## src/rtl/fsb_pkg.sv

```systemverilog
// Shared types and constants for the front-side bus: FSM encoding,
// error-counter width and a constant-foldable clog2.
package fsb_pkg;

  typedef enum logic [1:0] {
    IDLE = 2'd0,
    WAIT = 2'd1,
    RESP = 2'd2
  } fsb_state_e;

  localparam int unsigned ERR_CNT_W = 16;

  // Ceiling log2; clog2(0) = clog2(1) = 0.
  function automatic int unsigned clog2(input int unsigned value);
    int unsigned v;
    int unsigned r;
    v = (value > 0) ? value - 1 : 0;
    r = 0;
    while (v > 0) begin
      r = r + 1;
      v = v >> 1;
    end
    return r;
  endfunction

endpackage

```

## src/rtl/fsb_decode.sv

```systemverilog
// Combinational base/mask address decoder: lowest-index matching window wins.
// Shared with the instruction-side bus, so it carries no clock or state.
module fsb_decode
  import fsb_pkg::*;
#(
  parameter int unsigned               NSLV     = 4,
  parameter int unsigned               ADDR_W   = 32,
  parameter int unsigned               SEL_W    = 2,
  parameter logic [NSLV*ADDR_W-1:0]    SLV_BASE = '0,
  parameter logic [NSLV*ADDR_W-1:0]    SLV_MASK = '0
) (
  input  logic [ADDR_W-1:0] i_addr,
  output logic [SEL_W-1:0]  o_sel,
  output logic              o_miss,
  output logic [ADDR_W-1:0] o_offset
);

  always_comb begin
    o_sel    = '0;
    o_miss   = 1'b1;
    o_offset = '0;
    for (int unsigned i = 0; i < NSLV; i++) begin
      if (o_miss &&
          ((i_addr & SLV_MASK[i*ADDR_W +: ADDR_W]) == SLV_BASE[i*ADDR_W +: ADDR_W])) begin
        o_sel    = SEL_W'(i);
        o_miss   = 1'b0;
        o_offset = i_addr & ~SLV_MASK[i*ADDR_W +: ADDR_W];
      end
    end
  end

endmodule

```

## src/rtl/fsb_bus.sv

```systemverilog
// CPU data-side front-side bus: one master fanned out to NSLV slaves with a
// registered req/ack handshake, error completion for misses and silent slaves.
module fsb_bus
  import fsb_pkg::*;
#(
  parameter int unsigned               NSLV     = 4,
  parameter int unsigned               ADDR_W   = 32,
  parameter int unsigned               DATA_W   = 32,
  parameter logic [NSLV*ADDR_W-1:0]    SLV_BASE = '0,
  parameter logic [NSLV*ADDR_W-1:0]    SLV_MASK = '0,
  parameter int unsigned               TIMEOUT  = 255
) (
  input  logic                   clk,
  input  logic                   rst,
  input  logic                   m_req,
  input  logic                   m_rw,
  input  logic [ADDR_W-1:0]      m_addr,
  input  logic [DATA_W-1:0]      m_wdata,
  output logic [DATA_W-1:0]      m_rdata,
  output logic                   m_ack,
  output logic                   m_err,
  output logic [NSLV-1:0]        s_req,
  output logic                   s_rw,
  output logic [ADDR_W-1:0]      s_addr,
  output logic [DATA_W-1:0]      s_wdata,
  input  logic [NSLV*DATA_W-1:0] s_rdata,
  input  logic [NSLV-1:0]        s_ack,
  output logic [ERR_CNT_W-1:0]   err_cnt
);

  localparam int unsigned SEL_W     = (NSLV > 1) ? clog2(NSLV) : 1;
  localparam int unsigned CNT_W_RAW = clog2(TIMEOUT + 1);
  localparam int unsigned CNT_W     = (CNT_W_RAW > 0) ? CNT_W_RAW : 1;
  localparam int unsigned TO_LAST_I = (TIMEOUT > 0) ? TIMEOUT - 1 : 0;
  localparam logic [CNT_W-1:0]     TO_LAST = CNT_W'(TO_LAST_I);
  localparam bit                   TO_EN   = (TIMEOUT != 0);
  localparam logic [ERR_CNT_W-1:0] ERR_MAX = '1;

  fsb_state_e             r_state,   w_state_nxt;
  logic [SEL_W-1:0]       r_sel,     w_sel_nxt;
  logic [CNT_W-1:0]       r_cnt,     w_cnt_nxt;
  logic [NSLV-1:0]        r_s_req,   w_s_req_nxt;
  logic                   r_s_rw,    w_s_rw_nxt;
  logic [ADDR_W-1:0]      r_s_addr,  w_s_addr_nxt;
  logic [DATA_W-1:0]      r_s_wdata, w_s_wdata_nxt;
  logic [DATA_W-1:0]      r_m_rdata, w_m_rdata_nxt;
  logic                   r_m_ack,   w_m_ack_nxt;
  logic                   r_m_err,   w_m_err_nxt;
  logic [ERR_CNT_W-1:0]   r_err_cnt, w_err_cnt_nxt;
  logic                   w_err_inc;

  logic [SEL_W-1:0]       w_dec_sel;
  logic                   w_dec_miss;
  logic [ADDR_W-1:0]      w_dec_off;
  logic [NSLV-1:0]        w_dec_onehot;
  logic                   w_ack_sel;
  logic [DATA_W-1:0]      w_rdata_sel;

  fsb_decode #(
    .NSLV     (NSLV),
    .ADDR_W   (ADDR_W),
    .SEL_W    (SEL_W),
    .SLV_BASE (SLV_BASE),
    .SLV_MASK (SLV_MASK)
  ) u_decode (
    .i_addr   (m_addr),
    .o_sel    (w_dec_sel),
    .o_miss   (w_dec_miss),
    .o_offset (w_dec_off)
  );

  // Selected-slave ack/rdata mux and one-hot request for the decoded slave.
  always_comb begin
    w_ack_sel    = 1'b0;
    w_rdata_sel  = '0;
    w_dec_onehot = '0;
    for (int unsigned i = 0; i < NSLV; i++) begin
      if (r_sel == SEL_W'(i)) begin
        w_ack_sel   = s_ack[i];
        w_rdata_sel = s_rdata[i*DATA_W +: DATA_W];
      end
      if (w_dec_sel == SEL_W'(i)) begin
        w_dec_onehot[i] = 1'b1;
      end
    end
  end

  // Next-state and next-output logic.
  always_comb begin
    w_state_nxt   = r_state;
    w_sel_nxt     = r_sel;
    w_cnt_nxt     = r_cnt;
    w_s_req_nxt   = r_s_req;
    w_s_rw_nxt    = r_s_rw;
    w_s_addr_nxt  = r_s_addr;
    w_s_wdata_nxt = r_s_wdata;
    w_m_rdata_nxt = r_m_rdata;
    w_m_ack_nxt   = 1'b0;
    w_m_err_nxt   = 1'b0;
    w_err_inc     = 1'b0;

    case (r_state)
      IDLE: begin
        if (m_req) begin
          if (w_dec_miss) begin
            w_m_err_nxt   = 1'b1;
            w_m_rdata_nxt = '0;
            w_m_ack_nxt   = 1'b1;
            w_err_inc     = 1'b1;
            w_state_nxt   = RESP;
          end else begin
            w_sel_nxt     = w_dec_sel;
            w_s_req_nxt   = w_dec_onehot;
            w_s_rw_nxt    = m_rw;
            w_s_addr_nxt  = w_dec_off;
            w_s_wdata_nxt = m_wdata;
            w_cnt_nxt     = '0;
            w_state_nxt   = WAIT;
          end
        end
      end

      WAIT: begin
        if (w_ack_sel) begin
          w_m_rdata_nxt = r_s_rw ? '0 : w_rdata_sel;
          w_m_ack_nxt   = 1'b1;
          w_state_nxt   = RESP;
        end else if (TO_EN && (r_cnt == TO_LAST)) begin
          w_m_rdata_nxt = '0;
          w_m_err_nxt   = 1'b1;
          w_m_ack_nxt   = 1'b1;
          w_err_inc     = 1'b1;
          w_state_nxt   = RESP;
        end else begin
          w_cnt_nxt = r_cnt + CNT_W'(1);
        end
        // Bus returns to idle whenever the transaction leaves WAIT.
        if (w_state_nxt == RESP) begin
          w_s_req_nxt   = '0;
          w_s_rw_nxt    = 1'b0;
          w_s_addr_nxt  = '0;
          w_s_wdata_nxt = '0;
        end
      end

      RESP: begin
        w_state_nxt = IDLE;
      end

      default: begin
        w_state_nxt = IDLE;
      end
    endcase

    w_err_cnt_nxt = (w_err_inc && (r_err_cnt != ERR_MAX)) ?
                    r_err_cnt + ERR_CNT_W'(1) : r_err_cnt;
  end

  always_ff @(posedge clk) begin
    if (rst) begin
      r_state   <= IDLE;
      r_sel     <= '0;
      r_cnt     <= '0;
      r_s_req   <= '0;
      r_s_rw    <= 1'b0;
      r_s_addr  <= '0;
      r_s_wdata <= '0;
      r_m_rdata <= '0;
      r_m_ack   <= 1'b0;
      r_m_err   <= 1'b0;
      r_err_cnt <= '0;
    end else begin
      r_state   <= w_state_nxt;
      r_sel     <= w_sel_nxt;
      r_cnt     <= w_cnt_nxt;
      r_s_req   <= w_s_req_nxt;
      r_s_rw    <= w_s_rw_nxt;
      r_s_addr  <= w_s_addr_nxt;
      r_s_wdata <= w_s_wdata_nxt;
      r_m_rdata <= w_m_rdata_nxt;
      r_m_ack   <= w_m_ack_nxt;
      r_m_err   <= w_m_err_nxt;
      r_err_cnt <= w_err_cnt_nxt;
    end
  end

  assign m_rdata = r_m_rdata;
  assign m_ack   = r_m_ack;
  assign m_err   = r_m_err;
  assign s_req   = r_s_req;
  assign s_rw    = r_s_rw;
  assign s_addr  = r_s_addr;
  assign s_wdata = r_s_wdata;
  assign err_cnt = r_err_cnt;

endmodule

```

## config.mk

```make
export PLATFORM = sky130hd
export DESIGN_NAME = fsb_bus
export DESIGN_NICKNAME = d
export VERILOG_FILES = /design/src/rtl/fsb_pkg.sv /design/src/rtl/fsb_decode.sv /design/src/rtl/fsb_bus.sv
export SDC_FILE = /design/constraint.sdc
export NUM_CORES = 1
export LEC_CHECK = 0
export BUFFER_PORTS_ARGS = -buffer_cell sky130_fd_sc_hd__buf_2
export CAP_MARGIN = 10
export CORE_ASPECT_RATIO = 0.6
export CORE_UTILIZATION = 38
export DETAILED_ROUTE_END_ITERATION = 10
export HOLD_SLACK_MARGIN = 0.05
export PLACE_DENSITY = 0.76
export SLEW_MARGIN = 20
export SYNTH_ARGS = -nofsm -noshare
export SYNTH_HDL_FRONTEND = slang
export SYNTH_SLANG_ARGS = --single-unit
```

## constraint.sdc

```tcl
create_clock -name clk -period 1.7 [get_ports clk]
set_input_delay 0.17 -clock clk [delete_from_list [all_inputs] [get_ports clk]]
set_output_delay 0.17 -clock clk [all_outputs]
set_load 0.05 [all_outputs]
```

==> results of run 1 <==
layout by cell type (no fill, tap or decap), types with 9 or more instances in the layout:
| cell type | n |
|---|---|
| sky130_fd_sc_hd__buf_2 | 216 |
| sky130_fd_sc_hd__nand2_1 | 138 |
| sky130_fd_sc_hd__dfxtp_1 | 105 |
| sky130_fd_sc_hd__dlygate4sd3_1 | 97 |
| sky130_fd_sc_hd__a21oi_2 | 54 |
| sky130_fd_sc_hd__a22o_1 | 32 |
| sky130_fd_sc_hd__buf_4 | 28 |
| sky130_fd_sc_hd__nor2_1 | 24 |
| sky130_fd_sc_hd__dfxtp_2 | 21 |
| sky130_fd_sc_hd__clkbuf_16 | 20 |
| sky130_fd_sc_hd__a21oi_1 | 15 |
| sky130_fd_sc_hd__xor2_1 | 9 |
report_power, final:
| group | internal [mW] | total, mW | switching [mW] |
|---|---|---|---|
| sequential | 3.09 | 3.17 | 0.0753 |
| clock | 2.28 | 3.56 | 1.28 |
| combinational | 0.528 | 1.44 | 0.914 |
sequential cells by signal (all words and copies together), names as in the netlist, 2 cells and up:
register  flops
err_cnt      16
m_rdata      32
r_cnt         8
r_state       2
s_addr       32
s_wdata      32
worst max-delay path, delay by kind of cell (launching register included):
kind	cells	cell delay, ns
AOI/OAI and AO/OA	2	0.40
buffers and inverters	2	0.27
adders and majority gates	1	0.18
and+or+nand+nor	2	0.43
DFF	1	0.33
layer usage:
| metal | vias up | global-route usage [%] | wire, um |
|---|---|---|---|
| met3 | 26 | 6.294 | 856 |
| met4 | 0 | 8.505 | 294 |
| met1 | 2262 | 28.97 | 6978 |
| met5 | - | 0 | 0 |
| met2 | 177 | 33.37 | 6834 |
| li1 | 2447 | - | - |
timing repair:
item | 4_1_cts | 5_1_grt
setup buffers | 0 | 4
resized for setup | 3 | 18
setup endpoints to repair | 51 | 105
endpoints found under the hold margin | 97 | 0
gates cloned | 0 | 3
pin swaps | 2 | 8
hold buffers | 97 | 0
cell type report:
class | count | area, um2 | area share, %
inverters | 2 | 7.507 | 0.09343
repair buffers | 349 | 2437 | 30.33
flip-flops and latches | 126 | 2549 | 31.72
multi-input cells | 359 | 2256 | 28.08
well taps | 165 | 206.4 | 2.569
clock inverters | 12 | 146.4 | 1.822
clock buffers | 19 | 432.9 | 5.388
cell families (layout without fill, tap and decap cells):
group / after synthesis / count (layout) / share of synthesized area (%)
and+or+nand+nor: 215 / 215 / 20.21
DFF: 126 / 126 / 51.77
AOI/OAI and AO/OA: 119 / 119 / 19.59
buffers and inverters: 37 / 382 / 4.109
xor gates and xnor gates: 17 / 17 / 3.056
adders and majority gates: 3 / 3 / 0.7705
muxes: 2 / 2 / 0.4109
other: 1 / 3 / 0.07697
stage by stage:
step | worst slack [ns] | area (um2)
CTS | 0.01522 | 7865
finish | 0.01463 | 8035
global placement | -0.03883 | 6300
floorplan | -0.02797 | 4906
detailed placement | -0.03860 | 6300
global route | -0.07282 | 8035
worst paths after layout:
kind | slack (ns) | to | startpoint | cells after the start
setup / recovery | 0.01 | s_wdata[0] | r_cnt[0] | 7
hold / removal | 0.20 | r_cnt[5] | rst | 4
setup reg to reg | 0.01 | s_wdata[0] | r_cnt[0] | 7
hold reg to reg | 0.45 | s_addr[6] | s_addr[6] | 2
==> results.md, run 1 <==
* Vias in the first global route at approximately 4,700
* Worst setup path class: reg -> reg
* Slowest stage delay, CP at 0.35 ns
* Worst Hold Class: in -> reg
* Number of sinks handled by clock tree synthesis at 126
* Detailed-route DRC error count at 0
* Final-report setup violation count at 0
* Gate count of the mapped netlist at 520
* Area grow syn2layout at 64.92%
* Number of search-and-repair iterations in the first detailed-routing pass at 4
* Fraction of registers with async set/reset at 0%
* Sequential element share of the synthesized area at 51.77%
* Overall die area at around 0.013 mm2
* Number of pins with negative max-slew slack in the final report at 0
* Post-detailed-routing wire length at 14,960 um
* Via count at between 4,000 and 5,000
* Number of buffers added on ports at 216
* Status: complete, no violations
* Most used flip-flop cell after synthesis: sky130_fd_sc_hd__dfxtp_1
* Top-level port count at 319
* Element type at the critical path end: flip-flop
* Detail-routed via count per cell at 4.760
* Final Hold Violating Endpoints at 0
* Unrepaired setup endpoints after global routing: true
* Ratio of final minimum period to clock period at between 90% and 100%
* Global-route wire length before repair at 23,440 um
* Static leakage at 3.597 nW
* Core utilization of the finished layout at between 60% and 70%
* Non-filler cells in the finished layout at 1,032
* Number of violations of the max-capacitance limit at 0
* Number of H-tree levels at 4
* Cell at the root of the clock tree: sky130_fd_sc_hd__clkbuf_16
* Pin count of the biggest net entering global routing at between 60 and 70
* TritonCTS clock tree: done
* Placed cells at 897
* Insertion delay to the later sink of the worst-skew pair at around 0.40 ns
* Arrival time reported for the critical path endpoint at 2.01 ns
* Placeable Area at approximately 0.012 mm2
* Final clock skew at about 0.012 ns
* Number of nets in the finished design at 1,058
* Worst hold slack at 0.2022 ns
* Diodes inserted at 0
* Total global-route track usage at 21.86%
* Time the final worst path needs with I/O delays and setup at 1.685 ns
* CP Max Fanout at 15
* Die Width at 148.2 um
* Row cnt at 31
* Count of antenna-violating nets left after detailed routing at 0
* Mean post-synth cell area at 9.370 um2
* Overflow left after global routing at 0
* Cell Chain, Critical Path: inv_2 > ha_4 > a41oi_4 > nor2_4 > or2_4 > clkbuf_16 > a21oi_2
* Initial antenna violation count at 0
* Maximum root-to-sink buffer count at 2
* Post-synth top cells: sky130_fd_sc_hd__nand2_1 (138), sky130_fd_sc_hd__dfxtp_1 (126), sky130_fd_sc_hd__a21oi_2 (50)
* Mean routed wirelength per cell at 14.50 um
* Overall Power at around 8 mW
* Initial detailed-routing violation count at 254
* Power density over the cells at ~1000 mW/mm2
* CP max stage cell: sky130_fd_sc_hd__or2_4
* Startpoint types: flip-flop
* Largest cells by area after synthesis: sky130_fd_sc_hd__dfxtp_1 (52%), sky130_fd_sc_hd__nand2_1 (11%), sky130_fd_sc_hd__a21oi_2 (9.0%), sky130_fd_sc_hd__a22o_1 (5.8%), sky130_fd_sc_hd__nor2_1 (2.0%)
* Max frequency at ~600 MHz
* Register bit total from synthesis at 126
* Initial cell density of the core at 39.75%
* Layout cells sized above 1 at 43.37%
* Most numerous cell in the Yosys netlist: sky130_fd_sc_hd__nand2_1
* Setup_tns at 0 ns
* Half-perimeter wire length after placement at 8674 um
* Synthesized area at roughly 0.0049 mm2
* Number of distinct library cells after synthesis at slightly below 50
* Vertical die dimension at 89.71 um
* Yosys Warn Count at 0
* Number of enable flip-flop cells after synthesis at 0
* Area share of the largest cell type after synthesis at 51.77%
* Largest vdd supply drop at 0.6821 mV
* CTS clk-pin slew, worst paths at 0.05 ns
* Count of fill cells added during filler insertion at between 900 and 1,000
* Library cell with the largest summed area after synthesis: sky130_fd_sc_hd__dfxtp_1
* Clock buffers created by TritonCTS at 17
* Gpl congestion at 0.7724
* Critical Path RT at 2.02 ns
(Power assumes the default switching activity.)
==> inputs of run 2 (changes only) <==
Settings changed: CORE_MARGIN set to 8.
==> run 2 against run 1 <==
Core utilization fell by 2.9 points. Sequential cell count did not move. Count of clock-buffer cells in the layout fell by 1. Hold slack got worse by 0.13 ns. Critical path type unchanged. Largest power group unchanged.
==> results.md, run 2 (synthesized netlist as in run 1, its figures left out) <==
* Status: complete, no violations
* Number of sinks handled by clock tree synthesis at 126 (unchanged)
* Static leakage at 3.568 nW (-0.82%)
* Insertion delay to the later sink of the worst-skew pair at 0.41 ns (about the same)
* CP Max Fanout at 5 (-10)
* Half-perimeter wire length after placement at 9898 um (+14%)
* Gpl congestion at 0.7700 (-0.31%)
* Switching pwr at 2.369 mW (+4.6%)
* Total global-route track usage at 18.74% (-3.1 points)
* Number of pins with negative max-slew slack in the final report at 0 (unchanged)
* Number of nets in the finished design at 1,051 (-0.66%)
* Logic gate share of total power at 17.8% (+0.2 points)
* Largest vdd supply drop at 0.5376 mV (-21%)
* Mean routed wirelength per cell at 15.62 um (+7.7%)
* Cell at the root of the clock tree: sky130_fd_sc_hd__clkbuf_16
* Worst Hold Class: in -> reg
* Overall Power at 8.002 mW (-2.1%)
* Commonest non-fill, non-tap cell in the layout: sky130_fd_sc_hd__buf_2
* Worst Slack Setup Final at 0.03011 ns (+0.01548 ns)
* Commonest non-fill, non-tap cells in the layout: sky130_fd_sc_hd__buf_2 (216), sky130_fd_sc_hd__nand2_1 (138), sky130_fd_sc_hd__dfxtp_1 (107), sky130_fd_sc_hd__dlygate4sd3_1 (97), sky130_fd_sc_hd__a21oi_2 (51)
* Vias in the first global route at 5,024 (+5.9%)
* Worst hold slack at 0.07384 ns (-0.1283 ns)
* Time the final worst path needs with I/O delays and setup at 1.670 ns (-0.01548 ns)
* Final-report setup violation count at 0 (unchanged)
* Startpoint types: flip-flop
* Vertical die dimension at 103.7 um (+16%)
* Unrepaired setup endpoints after global routing: true
* Initial cell density of the core at 38.39% (-1.4 points)
* Number of violations of the max-capacitance limit at 0 (unchanged)
* Number of H-tree levels at 4 (unchanged)
* Row cnt at 32 (+3.2%)
* Internal Dissipation at 5.633 mW (-4.6%)
* Final design area excluding fillers at 0.007954 mm2 (-1.0%)
* Number of buffers added on ports at 216 (unchanged)
* Element type at the critical path end: flip-flop
* Part of the total power dissipated in sequential elements at 39.5% (+0.7 points)
* Initial detailed-routing violation count at 302 (+19%)
* Critical Path RT at 2.04 ns (+0.02 ns)
* Setup_tns at 0 ns (unchanged)
* CTS clk-pin slew, worst paths at 0.06 ns (about the same)
* Top-level port count at 319 (unchanged)
* Ratio of final minimum period to clock period at 98.23% (-0.91 points)
* Count of fill cells added during filler insertion at 1,020 (+7.3%)
* Power density over the cells at 1006 mW/mm2 (-1.1%)
* DP Area at 0.006289 mm2 (-0.18%)
* Final Hold Violating Endpoints at 0 (unchanged)
* Switching part of the total at 29.60% (+1.9 points)
* Count of antenna-violating nets left after detailed routing at 0 (unchanged)
* Global-route wire length before repair at 25,900 um (+11%)
* Final clock skew at 0.01016 ns (-0.001632 ns)
* Layout cells sized above 1 at 42.51% (-0.86 points)
* Number of search-and-repair iterations in the first detailed-routing pass at 4 (unchanged)
* Setup slack after placement at -0.05851 ns (-0.01990 ns)
* TritonCTS clock tree: done
* Pin count of the biggest net entering global routing at 67 (+8.1%)
* Area grow syn2layout at 63.25%
* Clock buffers created by TritonCTS at 17 (unchanged)
* Placeable Area at 0.01269 mm2 (+3.6%)
* Initial antenna violation count at 2 (+2)
* Fraction of power consumed by the clock network at 42.7% (-0.9 points)
* Detailed-route DRC error count at 0 (unchanged)
* Worst setup path class: reg -> reg
* Detail-routed via count per cell at 4.754 (-0.12%)
* Overall die area at 0.01682 mm2 (+27%)
* Die Width at 162.2 um (+9.4%)
* Max frequency at 598.8 MHz (+0.93%)
* Via count at 4,911 (-0.020%)
* Maximum root-to-sink buffer count at 2 (unchanged)
* Arrival time reported for the critical path endpoint at 2.01 ns (about the same)
* Overflow left after global routing at 0 (unchanged)
* Post-detailed-routing wire length at 16,130 um (+7.8%)
## run 2: worst max-delay path, stage by stage, from the launching register on
cell                      delay [ns]
sky130_fd_sc_hd__dfxtp_2        0.32
sky130_fd_sc_hd__inv_2          0.06
sky130_fd_sc_hd__ha_4           0.16
sky130_fd_sc_hd__and4b_1        0.18
sky130_fd_sc_hd__nand4_1        0.21
sky130_fd_sc_hd__buf_6          0.22
sky130_fd_sc_hd__or3_1          0.35
sky130_fd_sc_hd__a21oi_2        0.11
## run 2: stage by stage
| stage | instances | utilization [%] |
|---|---|---|
| finish | 1033 | 62.67 |
| global route | 1033 | 62.67 |
| CTS | 1029 | 61.89 |
| detailed placement | 898 | 49.55 |
| global placement | 898 | 49.55 |
| floorplan | 522 | - |
## run 2: what timing repair did
item	in CTS	in global routing
pin swaps	1	6
gates cloned	0	1
hold buffers	97	0
setup buffers	2	1
resized for setup	3	18
endpoints found under the hold margin	97	0
setup endpoints to repair	35	97
## run 2: per-layer routing
layer / routed length, um / part of all wire (%) / GRT usage (%)
met5: 0 / 0 / 0
met2: 7371 / 46 / 28.79
met4: 412 / 2.6 / 8.684
met1: 7133 / 44 / 22.57
met3: 1214 / 7.5 / 7.510
## run 2: final timing paths
kind | end | slack (ns) | depth (start not counted) | from
max | err_cnt[4] | 0.03 | 7 | r_cnt[0]
min | s_req[0] | 0.07 | 2 | rst
max reg2reg | err_cnt[4] | 0.03 | 7 | r_cnt[0]
min reg2reg | s_addr[1] | 0.45 | 2 | s_addr[1]
## run 2: power by group through the flow
stage | registers [mW] | logic (mW) | clock network [mW]
CTS | 3.16 | 1.39 | 3.48
floorplan | 3.66 | 0.390 | 0
global route | 3.18 | 1.51 | 3.64
detailed placement | 3.22 | 1.20 | 0
finish | 3.16 | 1.42 | 3.42
global placement | 3.21 | 1.19 | 0
## run 2: layout make-up
type / count / area (um2) / area share [%]
diodes: 2 / 5.005 / 0.06292
clock buffers: 18 / 429.2 / 5.396
clock inverters: 14 / 133.9 / 1.683
inverters: 2 / 7.507 / 0.09438
multi-input cells: 359 / 2238 / 28.14
flip-flops and latches: 126 / 2546 / 32.01
well taps: 170 / 212.7 / 2.674
repair buffers: 342 / 2381 / 29.94
==> inputs of run 3 (changes only) <==
Settings changed: BUFFER_PORTS_ARGS -buffer_cell sky130_fd_sc_hd__buf_2 to not set, CORE_UTILIZATION 38 to 43, DONT_BUFFER_PORTS set to 1, PLACE_DENSITY 0.76 to not set.
==> run 3 against run 2 <==
Non-clock buffer count shrank 170. Combinational power shrank 35%. The run now ends with hold timing, setup timing left. Core utilization grew 3.7 points. Largest power group is now sequential cells.
==> results.md, run 3 (synthesized netlist as in run 1, its figures left out) <==
* Status: finished, violations left
* Failing checks: hold timing, setup timing
* Worst hold slack at -0.1638 ns (-0.2376 ns)
* Initial detailed-routing violation count at 148 (-51%)
* Overflow left after global routing at 0 (unchanged)
* Overall die area at 0.01510 mm2 (-10%)
* Internal Dissipation at 5.628 mW (about the same)
* Final Hold Violating Endpoints at 22 (+22)
* Vertical die dimension at 98.45 um (-5.1%)
* Placed cells at 693 (-23%)
* Tightest Pin Transition at 0.5912 ns
* Insertion delay to the later sink of the worst-skew pair at 0.41 ns (about the same)
* Count of antenna-violating nets left after detailed routing at 0 (unchanged)
* Ratio of final minimum period to clock period at 103.3% (+5.1 points)
* Setup slack of the worst register-to-register path at -0.06 ns (-0.09 ns)
* Switching pwr at 2.407 mW (+1.6%)
* Half-perimeter wire length after placement at 9645 um (-2.5%)
* Pin count of the biggest net entering global routing at 67 (unchanged)
* Number of sinks handled by clock tree synthesis at 126 (unchanged)
* Initial cell density of the core at 43.56% (+5.2 points)
* Logic gate share of total power at 11.4% (-6.4 points)
* Non-filler cells in the finished layout at 839 (-19%)
* CP Launch Point: r_cnt[0]
* Gpl congestion at 0.7678 (-0.29%)
* Cell at the root of the clock tree: sky130_fd_sc_hd__clkbuf_16
* Worst Slack Setup Final at -0.05614 ns (-0.08625 ns)
* Detailed-route DRC error count at 0 (unchanged)
* Time the final worst path needs with I/O delays and setup at 1.756 ns (+0.08625 ns)
* Number of nets in the finished design at 884 (-16%)
* Number of violations of the max-capacitance limit at 0 (unchanged)
* Detail-routed via count per cell at 5.159 (+8.5%)
* Worst Hold Class: in -> reg
* Row cnt at 30 (-6.3%)
* Worst setup path class: reg -> reg
* Worst Hold Launch: rst
* Startpoint types: flip-flop
* Number of search-and-repair iterations in the first detailed-routing pass at 4 (unchanged)
* Largest vdd supply drop at 0.6914 mV (+29%)
* Mean routed wirelength per cell at 19.03 um (+22%)
* Hold-fix buffer count after cts at 99 (+2.1%)
* Layout cells sized above 1 at 30.55% (-12 points)
* Final clock skew at 0.01484 ns (+0.004675 ns)
* Total global-route track usage at 19.58% (+0.84 points)
* Final-report setup violation count at 3 (+3)
* CTS clk-pin slew, worst paths at 0.06 ns (about the same)
* Top-level port count at 319 (unchanged)
* Static leakage at 2.866 nW (-20%)
* Area grow syn2layout at 52.29%
* Unrepaired setup endpoints after global routing: true
* CP Max Fanout at 4 (-1)
* Element type at the critical path end: flip-flop
* Max frequency at 569.4 MHz (-4.9%)
* Relative max-transition margin at 60.53%
* Maximum root-to-sink buffer count at 2 (unchanged)
* Overall Power at 8.035 mW (+0.41%)
* Number of instances on the worst hold path at 1 (-1)
* Post-detailed-routing wire length at 15,970 um (-1.0%)
* Placeable Area at 0.01119 mm2 (-12%)
* Cell count of the worst reg-to-reg path at 9 (+2)
* TritonCTS clock tree: done
* Reg-to-Reg Start: r_cnt[0]
* Number of H-tree levels at 4 (unchanged)
* Number of pins with negative max-slew slack in the final report at 0 (unchanged)
* Global-route wire length before repair at 24,320 um (-6.1%)
* Commonest non-fill, non-tap cells in the layout: sky130_fd_sc_hd__nand2_1 (138), sky130_fd_sc_hd__dfxtp_1 (108), sky130_fd_sc_hd__dlygate4sd3_1 (97), sky130_fd_sc_hd__a21oi_2 (60), sky130_fd_sc_hd__buf_4 (57)
* Switching part of the total at 29.95% (+0.35 points)
* Fraction of power consumed by the clock network at 44.2% (+1.5 points)
* Part of the total power dissipated in sequential elements at 44.4% (+4.9 points)
* Commonest non-fill, non-tap cell in the layout: sky130_fd_sc_hd__nand2_1
* Clock buffers created by TritonCTS at 17 (unchanged)
* Count of fill cells added during filler insertion at 856 (-16%)
* Critical Path RT at 1.99 ns (-0.05 ns)
* Setup slack after placement at -0.1350 ns (-0.07648 ns)
* Power density over the cells at 1083 mW/mm2 (+7.6%)
* Die Width at 153.4 um (-5.4%)
* Arrival time reported for the critical path endpoint at 2.05 ns (+0.04 ns)
* Number of buffers added on ports at 0 (-100%)
* Via count at 4,328 (-12%)
* Vias in the first global route at 4,539 (-9.7%)
* Initial antenna violation count at 1 (-1)
-- run 3: metal layers --
layer / wire, um / up-vias / share of wire, % / GRT usage, %
met1: 6764 / 2064 / 42 / 22.31
met3: 1339 / 16 / 8.4 / 8.519
met5: 0 / - / 0 / 0
met2: 7703 / 143 / 48 / 32.22
li1: - / 2105 / - / -
met4: 159 / 0 / 1.0 / 7.341
-- run 3: worst paths after layout --
check,endpoint
worst min register to register,s_wdata[31]
worst max-delay path,err_cnt[2]
worst max register to register,err_cnt[2]
worst min-delay path,err_cnt[0]
-- run 3: metrics by stage --
step | instance area (um2) | utilization [%] | hold WS (ns) | TNS [ns]
2_1_floorplan | 4906 | - | 0.2955 | -0.05246
3_3_place_gp | 5453 | 48.75 | 0.2421 | -12.39
3_5_place_dp | 5458 | 48.79 | 0.2426 | -5.916
4_1_cts | 7092 | 63.40 | -0.1926 | -0.2698
5_1_grt | 7420 | 66.33 | -0.1903 | -1.892
6_report | 7420 | 66.33 | -0.1638 | -0.07393
-- run 3: final cells by class --
cell class / count / area, um2 / area share (%)
clock buffers: 18 / 439.2 / 5.919
clock inverters: 14 / 145.1 / 1.956
multi-input cells: 362 / 2374 / 31.99
flip-flops and latches: 126 / 2545 / 34.30
inverters: 2 / 7.507 / 0.1012
repair buffers: 172 / 1727 / 23.27
well taps: 144 / 180.2 / 2.428
diodes: 1 / 2.502 / 0.03373
-- run 3: critical path, stage by stage (launching register included) --
cell                       delay (ns)
sky130_fd_sc_hd__dfxtp_2         0.32
sky130_fd_sc_hd__inv_2           0.06
sky130_fd_sc_hd__ha_4            0.15
sky130_fd_sc_hd__buf_6           0.10
sky130_fd_sc_hd__nand4b_1        0.12
sky130_fd_sc_hd__buf_4           0.18
sky130_fd_sc_hd__nor4b_4         0.30
sky130_fd_sc_hd__o211ai_1        0.18
sky130_fd_sc_hd__xor2_1          0.18
sky130_fd_sc_hd__nor2_1          0.06
-- run 3: what timing repair did --
action | in CTS | in global routing
pin swaps | 17 | 12
cloned | 0 | 9
endpoints found under the setup margin | 108 | 98
gates resized for setup | 8 | 35
endpoints found under the hold margin | 119 | 22
setup buffers | 3 | 4
-- run 3: power by group through the flow --
stage          Clock (mW)  Combinational (mW)  Sequential, mW
2_1_floorplan           0               0.390            3.66
5_1_grt              3.75               0.984            3.58
4_1_cts              3.62               0.809            3.56
3_5_place_dp            0               0.614            3.62
3_3_place_gp            0               0.593            3.62
6_report             3.55               0.916            3.56
